File: config.mk
export PLATFORM = sky130hd
export DESIGN_NAME = asym_outbuf_gen2_flat
export DESIGN_NICKNAME = d
export VERILOG_FILES = /design/src/rtl/asym_outbuf_gen2_if.sv /design/src/rtl/asym_outbuf_gen2.sv /design/src/flat_wrapper.sv
export SDC_FILE = /design/constraint.sdc
export NUM_CORES = 1
export LEC_CHECK = 0
export ABC_AREA = 1
export CORE_ASPECT_RATIO = 0.6
export CORE_MARGIN = 8
export CORE_UTILIZATION = 44
export DETAILED_ROUTE_END_ITERATION = 6
export PLACE_DENSITY = 0.8
export RECOVER_POWER = 100
export SETUP_SLACK_MARGIN = 0.3
export SLEW_MARGIN = 20
export SYNTH_ARGS = -nofsm -noshare
export SYNTH_HDL_FRONTEND = slang
export SYNTH_SLANG_ARGS = --single-unit
export TNS_END_PERCENT = 50
File: constraint.sdc
create_clock -name clk_pop -period 2 [get_ports clk_pop]
set_input_delay 0.5 -clock clk_pop [delete_from_list [all_inputs] [get_ports clk_pop]]
set_output_delay 0.5 -clock clk_pop [all_outputs]
set_load 0.005 [all_outputs]
File: src/rtl/asym_outbuf_gen2_if.sv
// Pop-side bus of the asymmetric output buffer: FIFO word interface plus subword delivery.
interface asym_outbuf_gen2_if #(
   parameter int IN_WIDTH  = 32,
   parameter int OUT_WIDTH = 8
);
   localparam int K  = IN_WIDTH / OUT_WIDTH;
   localparam int CW = $clog2(K) + 1;

   logic                 init_pop_n;
   logic                 pop_req_n;
   logic [IN_WIDTH-1:0]  data_in;
   logic [CW-1:0]        in_cnt;
   logic                 fifo_empty;
   logic                 pop_wd_n;
   logic [OUT_WIDTH-1:0] data_out;
   logic                 data_valid;
   logic                 part_wd;
   logic                 pop_error;

   modport master (
      output init_pop_n, pop_req_n, data_in, in_cnt, fifo_empty,
      input  pop_wd_n, data_out, data_valid, part_wd, pop_error
   );

   modport slave (
      input  init_pop_n, pop_req_n, data_in, in_cnt, fifo_empty,
      output pop_wd_n, data_out, data_valid, part_wd, pop_error
   );
endinterface

File: src/rtl/asym_outbuf_gen2.sv
// Wide-to-narrow output buffer: prefetches one FIFO word and delivers it one subword per
// requesting cycle, honouring a per-word valid-subword count and refilling without a bubble.
module asym_outbuf_gen2 #(
   parameter int IN_WIDTH   = 32,
   parameter int OUT_WIDTH  = 8,
   parameter int ERR_MODE   = 0,
   parameter int BYTE_ORDER = 0
) (
   input logic                clk_pop,
   input logic                rst_pop,
   asym_outbuf_gen2_if.slave  bus
);
   localparam int K  = IN_WIDTH / OUT_WIDTH;
   localparam int CW = $clog2(K) + 1;

   logic [IN_WIDTH-1:0]  buf_data;
   logic [CW-1:0]        buf_cnt;
   logic [CW-1:0]        idx;
   logic                 buf_valid;
   logic                 err;

   logic                 accept;
   logic                 last;
   logic                 load;
   logic                 underflow;
   logic [CW-1:0]        cnt_eff;
   logic [OUT_WIDTH-1:0] sel;

   always_comb begin
      accept    = buf_valid & ~bus.pop_req_n;
      last      = accept & (idx == buf_cnt - CW'(1));
      load      = ~bus.fifo_empty & (~buf_valid | last) & ~rst_pop & bus.init_pop_n;
      underflow = ~buf_valid & ~bus.pop_req_n;
      cnt_eff   = (bus.in_cnt == '0) ? CW'(K) : bus.in_cnt;
   end

   // Constant-index mux keeps every part-select static; empty buffer yields zero.
   always_comb begin
      sel = '0;
      for (int unsigned i = 0; i < K; i++) begin
         if (buf_valid && (idx == CW'(i))) begin
            if (BYTE_ORDER == 0)
               sel = buf_data[IN_WIDTH-1-i*OUT_WIDTH -: OUT_WIDTH];
            else
               sel = buf_data[i*OUT_WIDTH +: OUT_WIDTH];
         end
      end
   end

   always_ff @(posedge clk_pop or posedge rst_pop) begin
      if (rst_pop) begin
         buf_data  <= '0;
         buf_cnt   <= '0;
         idx       <= '0;
         buf_valid <= 1'b0;
         err       <= 1'b0;
      end else if (!bus.init_pop_n) begin
         buf_data  <= '0;
         buf_cnt   <= '0;
         idx       <= '0;
         buf_valid <= 1'b0;
         err       <= 1'b0;
      end else begin
         if (load) begin
            buf_data  <= bus.data_in;
            buf_cnt   <= cnt_eff;
            idx       <= '0;
            buf_valid <= 1'b1;
         end else if (last) begin
            buf_valid <= 1'b0;
            idx       <= '0;
         end else if (accept) begin
            idx <= idx + CW'(1);
         end

         if (ERR_MODE == 0) begin
            if (underflow)
               err <= 1'b1;
         end else begin
            err <= underflow;
         end
      end
   end

   assign bus.pop_wd_n   = ~load;
   assign bus.data_out   = sel;
   assign bus.data_valid = buf_valid;
   assign bus.part_wd    = buf_valid & (idx != '0);
   assign bus.pop_error  = err;
endmodule

File: src/flat_wrapper.sv
// flat-port wrapper written by rule: the top's interface ports become plain ports
module asym_outbuf_gen2_flat 
#(
   parameter int IN_WIDTH   = 32,
   parameter int OUT_WIDTH  = 8,
   parameter int ERR_MODE   = 0,
   parameter int BYTE_ORDER = 0
)
  (clk_pop, rst_pop, bus_init_pop_n, bus_pop_req_n, bus_data_in, bus_in_cnt, bus_fifo_empty, bus_pop_wd_n, bus_data_out, bus_data_valid, bus_part_wd, bus_pop_error);
  asym_outbuf_gen2_if #(.IN_WIDTH(IN_WIDTH), .OUT_WIDTH(OUT_WIDTH)) bus_i ();
  input logic clk_pop;
  input logic rst_pop;
  input wire logic [$bits(bus_i.init_pop_n)-1:0] bus_init_pop_n;
  input wire logic [$bits(bus_i.pop_req_n)-1:0] bus_pop_req_n;
  input wire logic [$bits(bus_i.data_in)-1:0] bus_data_in;
  input wire logic [$bits(bus_i.in_cnt)-1:0] bus_in_cnt;
  input wire logic [$bits(bus_i.fifo_empty)-1:0] bus_fifo_empty;
  output wire logic [$bits(bus_i.pop_wd_n)-1:0] bus_pop_wd_n;
  output wire logic [$bits(bus_i.data_out)-1:0] bus_data_out;
  output wire logic [$bits(bus_i.data_valid)-1:0] bus_data_valid;
  output wire logic [$bits(bus_i.part_wd)-1:0] bus_part_wd;
  output wire logic [$bits(bus_i.pop_error)-1:0] bus_pop_error;
  assign bus_i.init_pop_n = bus_init_pop_n;
  assign bus_i.pop_req_n = bus_pop_req_n;
  assign bus_i.data_in = bus_data_in;
  assign bus_i.in_cnt = bus_in_cnt;
  assign bus_i.fifo_empty = bus_fifo_empty;
  assign bus_pop_wd_n = bus_i.pop_wd_n;
  assign bus_data_out = bus_i.data_out;
  assign bus_data_valid = bus_i.data_valid;
  assign bus_part_wd = bus_i.part_wd;
  assign bus_pop_error = bus_i.pop_error;
  asym_outbuf_gen2 #(.IN_WIDTH(IN_WIDTH), .OUT_WIDTH(OUT_WIDTH), .ERR_MODE(ERR_MODE), .BYTE_ORDER(BYTE_ORDER)) u_core (.clk_pop(clk_pop), .rst_pop(rst_pop), .bus(bus_i));
endmodule
---- Word level (Yosys, flattened, before mapping) ----
Cells that the tools add are included.
word-level totals
  bits in registers ....................... 40
  bits of input ports ..................... 40
  output and inout port bits .............. 12
  word-level logic and storage cells ...... 53
cells by class
  add/sub/neg operators ................... 2
  equal/unequal tests ..................... 8
  muxes and demuxes ....................... 18
  bitwise gates (word level) .............. 13
  reductions and logical operators ........ 7
operators by type and width
  operator                                                                  number
  32-bit 2-to-1 mux                                                         2
  8-bit 2-to-1 mux                                                          4
  3-bit 2-to-1 mux                                                          7
  1-bit AND                                                                 7
  3-bit by 2-bit equality test with 1-bit output (second input constant)    2
  3-bit logical NOT                                                         2
  1-bit 2-to-1 mux                                                          5
  1-bit NOT                                                                 5
  1-bit logical AND                                                         4
  2-bit by 1-bit inequality test with 1-bit output (second input constant)  2
  4-bit by 1-bit inequality test with 1-bit output (second input constant)  1
  3-bit by 1-bit adder with 3-bit output (second input constant)            1
  3-bit by 1-bit equality test with 1-bit output (second input constant)    1
  3-bit equality test                                                       1
  3-bit by 1-bit inequality test with 1-bit output (second input constant)  1
  3-bit nonzero test                                                        1
  3-bit by 1-bit subtractor with 3-bit output (second input constant)       1
  1-bit OR                                                                  1

---- Logic depth before layout (Yosys ltp) ----
  depth after elaboration ................. 9
  gate-level depth with buffers ........... 14
  depth with buffers taken out ............ 13

---- Least setup slack after synthesis ----
No wires, ideal clock.
  kind .................................... register to output
  start point ............................. register u_core.buf_cnt[0]
  end point ............................... output bus_pop_wd_n
  arrival ................................. 1.541 ns
  slack ................................... -0.041 ns
  cell stages (with the launch flop) ...... 11
  path buffers ............................ 1
  cells stage by stage .................... dfrtp_1 -> inv_1 -> ha_1 -> xnor2_1 -> nor2_2 -> nand2_1 -> nand2_2 -> nand2_4 -> nor2_8 -> buf_8 -> inv_1
between the ends
  word-level cells in the longest chain between the ends .. 8
RTL lines
  item                                         RTL line                RTL
  from (decl)                                  asym_outbuf_gen2.sv:17  logic [CW-1:0] buf_cnt;
  from (signal assigned)                       asym_outbuf_gen2.sv:66  buf_cnt <= cnt_eff;
  3-bit by 1-bit subtractor with 3-bit output  asym_outbuf_gen2.sv:31  last = accept & (idx == buf_cnt - CW'(1));
  3-bit equality test                          asym_outbuf_gen2.sv:31
  1-bit AND                                    asym_outbuf_gen2.sv:31
  1-bit OR                                     asym_outbuf_gen2.sv:32  load = ~bus.fifo_empty & (~buf_valid | last) & ~rst_pop & bus.init_pop_n;
  1-bit AND (3 in a row)                       asym_outbuf_gen2.sv:32
  1-bit NOT                                    asym_outbuf_gen2.sv:85  assign bus.pop_wd_n = ~load;
  to (decl)                                    flat_wrapper.sv:18      output wire logic [$bits(bus_i.pop_wd_n)-1:0] bus_pop_wd_n;
No other way between the ends.

---- Final worst setup path ----
  start point ............................. register u_core.idx[0]
  end point ............................... output bus_data_out[0]
between the ends
  word-level cells in the longest chain between the ends .. 6
RTL lines
  item                           RTL line                RTL
  from (decl)                    asym_outbuf_gen2.sv:18  logic [CW-1:0] idx;
  from (signal assigned)         asym_outbuf_gen2.sv:73  idx <= idx + CW'(1);
  3-bit logical NOT              asym_outbuf_gen2.sv:41  if (buf_valid && (idx == CW'(i))) begin
  1-bit logical AND              asym_outbuf_gen2.sv:41
  8-bit 2-to-1 mux (3 in a row)  asym_outbuf_gen2.sv:41
  8-bit 2-to-1 mux *             asym_outbuf_gen2.sv:41
  to (decl)                      flat_wrapper.sv:19      output wire logic [$bits(bus_i.data_out)-1:0] bus_data_out;
Every way passes the cells marked *; elsewhere a longest branch is shown, timed or not.

==> metrics.cfg <==
[grt]
grt_pass1_wl_mm = 11.2
overflow = 0
grt_max_degree = 41
grt_use_total_pct = 19.1
grt_pass1_vias = 2331
antenna_found_initial = 0

[drt]
drt_iter0_markers = 137
wl_per_cell_um = 18.3
drt_first_pass_iters = 6
ant_nets = 0
drc = 0
drt-total-wl_mm = 7.82
num_vias = 2267
via_per_inst = 5.30

[timing]
rsz0062_at_grt = yes
post-route-min-period_ns = 2.42
clock-skew-final_ns = 0.0106
hold_viol = 0
slew_viol_final = 0
setup_slack_ns = -0.417
setup_viol = 41
slew_headroom_pct = 33.3
fmax_mhz = 414
worst_pin_slew_ns = 1.00
holdWs_ns = 0.487
post-route-period-util_pct = 121

[synth]
netlist_instances = 269
synth_area_leader_cell = dfrtp_1
synthFlopType = dfrtp_1
synth_area_um2 = 2080
synth-async-reset-ratio_pct = 100
synth_edf_count = 0
synth_cell_types = 26
syn-num-nets = 315
yosysWarnings = 0
avgSynthCellArea_um2 = 7.74
yosys-top-cells-count = nand2_1, dfrtp_1, inv_1
synth_top_area_share_pct = 48.1
ys_ff_latch = 40
yosysMostFrequentCell = nand2_1
synth_area_leaders = dfrtp_1, nand2_1, inv_1, ha_1, nand2_2
yosysSeqAreaShare_pct = 48.1

[die]
die_y_um = 69.3
die_area_um2 = 7260
start_util_pct = 45.6
chipWidth_um = 105
coreArea_um2 = 4560
ios = 52
num_rows = 19

[clock_tree]
clockBufferDepth = 2
cts_root_buffer = clkbuf_8
htreeDepth = 2
insertion_delay_ns = 0.30
cts_made_buffers = 5
cts_tree = done
cts_sinks = 40
clkTransAtPathRegs_ns = 0.09

[outcome]
status = finished with violations
failed_checks = setup timing

[finish]
fillers = 274
multiInputGateArea_um2 = 1240
drive_above_1_share_pct = 42.5
layout.nets = 410
seqCellArea_um2 = 1000
finish.utilization_pct = 78.2
diodes = 0
area_delta_synth_final_pct = 71.5
design_area_um2 = 3570

[placement]
dpl-instance-area_um2 = 2830
io_buffers = 51
hpwl_mm = 4.09
globalplace.congestion = 0.942

[setup_path]
crit_required_ns = 1.50
cp-end-kind = primary output
cp_max_fo = 7
cp-start-kind = flip-flop
crit_type = reg2out
crit_arrival_ns = 1.92

[job]
maxCapViolCount = 0

[power_and_ir_drop]
p_leak_nw = 1.81
power.density_nw_per_um2 = 556
ir_worst_vdd_mv = 0.330
total_power_mw = 1.99

[hold_path]
hold_class = reg2reg

flip-flops by register name, summed over array words and instances, names as in the netlist:
register / cells
u_core.buf_data: 32
u_core.idx: 3
u_core.bus.data_valid: 1
u_core.buf_cnt: 3
u_core.bus.pop_error: 1
layer usage:
| metal | track usage [%] | vias up | part of all wire, % |
|---|---|---|---|
| li1 | - | 1021 | - |
| met1 | 24.5 | 1065 | 40 |
| met2 | 31.7 | 144 | 47 |
| met3 | 4.45 | 37 | 8.3 |
| met4 | 4.40 | 0 | 3.9 |
| met5 | 0 | - | 0 |
layout make-up:
cell class	instances	share of cell area (%)
clock inverters	2	1.09
repair buffers	95	28.3
clock buffers	6	2.31
well taps	63	2.21
inverters	31	3.33
multi-input cells	191	34.7
flip-flops and latches	40	28.1
layout by cell type (no fill, tap or decap), drive strengths merged:
master / netlist / routed
nand2: 139 / 139
buf: 6 / 49
dfrtp: 40 / 40
clkdlybuf4s50: 0 / 37
inv: 31 / 31
nor2: 16 / 16
clkbuf: 1 / 10
o22ai: 8 / 8
a31oi: 8 / 8
ha: 6 / 6
nand4: 4 / 4
a21oi: 4 / 4
dlygate4sd2: 0 / 2
dlygate4sd3: 0 / 2
nand3: 2 / 2
xnor2: 1 / 1
nor3: 1 / 1
nand3b: 1 / 1
o21bai: 1 / 1
bufinv: 0 / 1
clkinv: 0 / 1
bufbuf: 0 / 1
stage by stage:
| step | setup TNS, ns | setup WS (ns) | cells |
|---|---|---|---|
| detailed placement | -14.97 | -0.666 | 401 |
| finish | -4.32 | -0.417 | 428 |
| CTS | -2.45 | -0.303 | 425 |
| global placement | -11.30 | -0.588 | 401 |
| global route | -8.19 | -0.422 | 428 |
| floorplan | -0.0146 | -0.0146 | 269 |
repair_timing:
action / in CTS / in global routing
setup buffers: 9 / 2
resized for setup: 129 / 46
endpoints found under the hold margin: 0 / 0
endpoints found under the setup margin: 49 / 48
hold buffers: 0 / 0
cloned: 7 / 1
pin swaps: 41 / 38
path summary, 6_finish.rpt:
check                               startpoint                  end  slack [ns]  cells past startpoint
max                              u_core.idx[0]      bus_data_out[0]       -0.42                      7
min                        u_core.buf_data[31]  u_core.buf_data[31]        0.49                      2
max reg2reg                  u_core.buf_cnt[0]   u_core.buf_data[6]       -0.11                     16
min reg2reg                u_core.buf_data[31]  u_core.buf_data[31]        0.49                      2
max in group asynchronous              rst_pop        u_core.idx[0]        0.34                      3
min in group asynchronous              rst_pop   u_core.buf_data[4]        0.98                      3
cell families after synthesis:
group / share of synthesized area (%)
compound gates: 6.31
xor+xnor: 0.421
fa+ha+maj: 3.61
buf+inv: 8.29
flops: 48.1
simple gates: 33.3
where the power goes:
group / internal (mW) / total (mW) / switching (mW)
clock: 0.408 / 0.708 / 0.300
sequential: 0.845 / 0.879 / 0.0338
combinational: 0.210 / 0.398 / 0.188
critical path, cell delays in order (launching register included):
cell      delay (ns)
dfrtp_2         0.47
ha_4            0.19
nand3b_1        0.18
buf_6           0.17
o22ai_1         0.17
nand2_1         0.14
a31oi_4         0.15
buf_2           0.14
No activity file was read; power rests on OpenSTA's default activity.
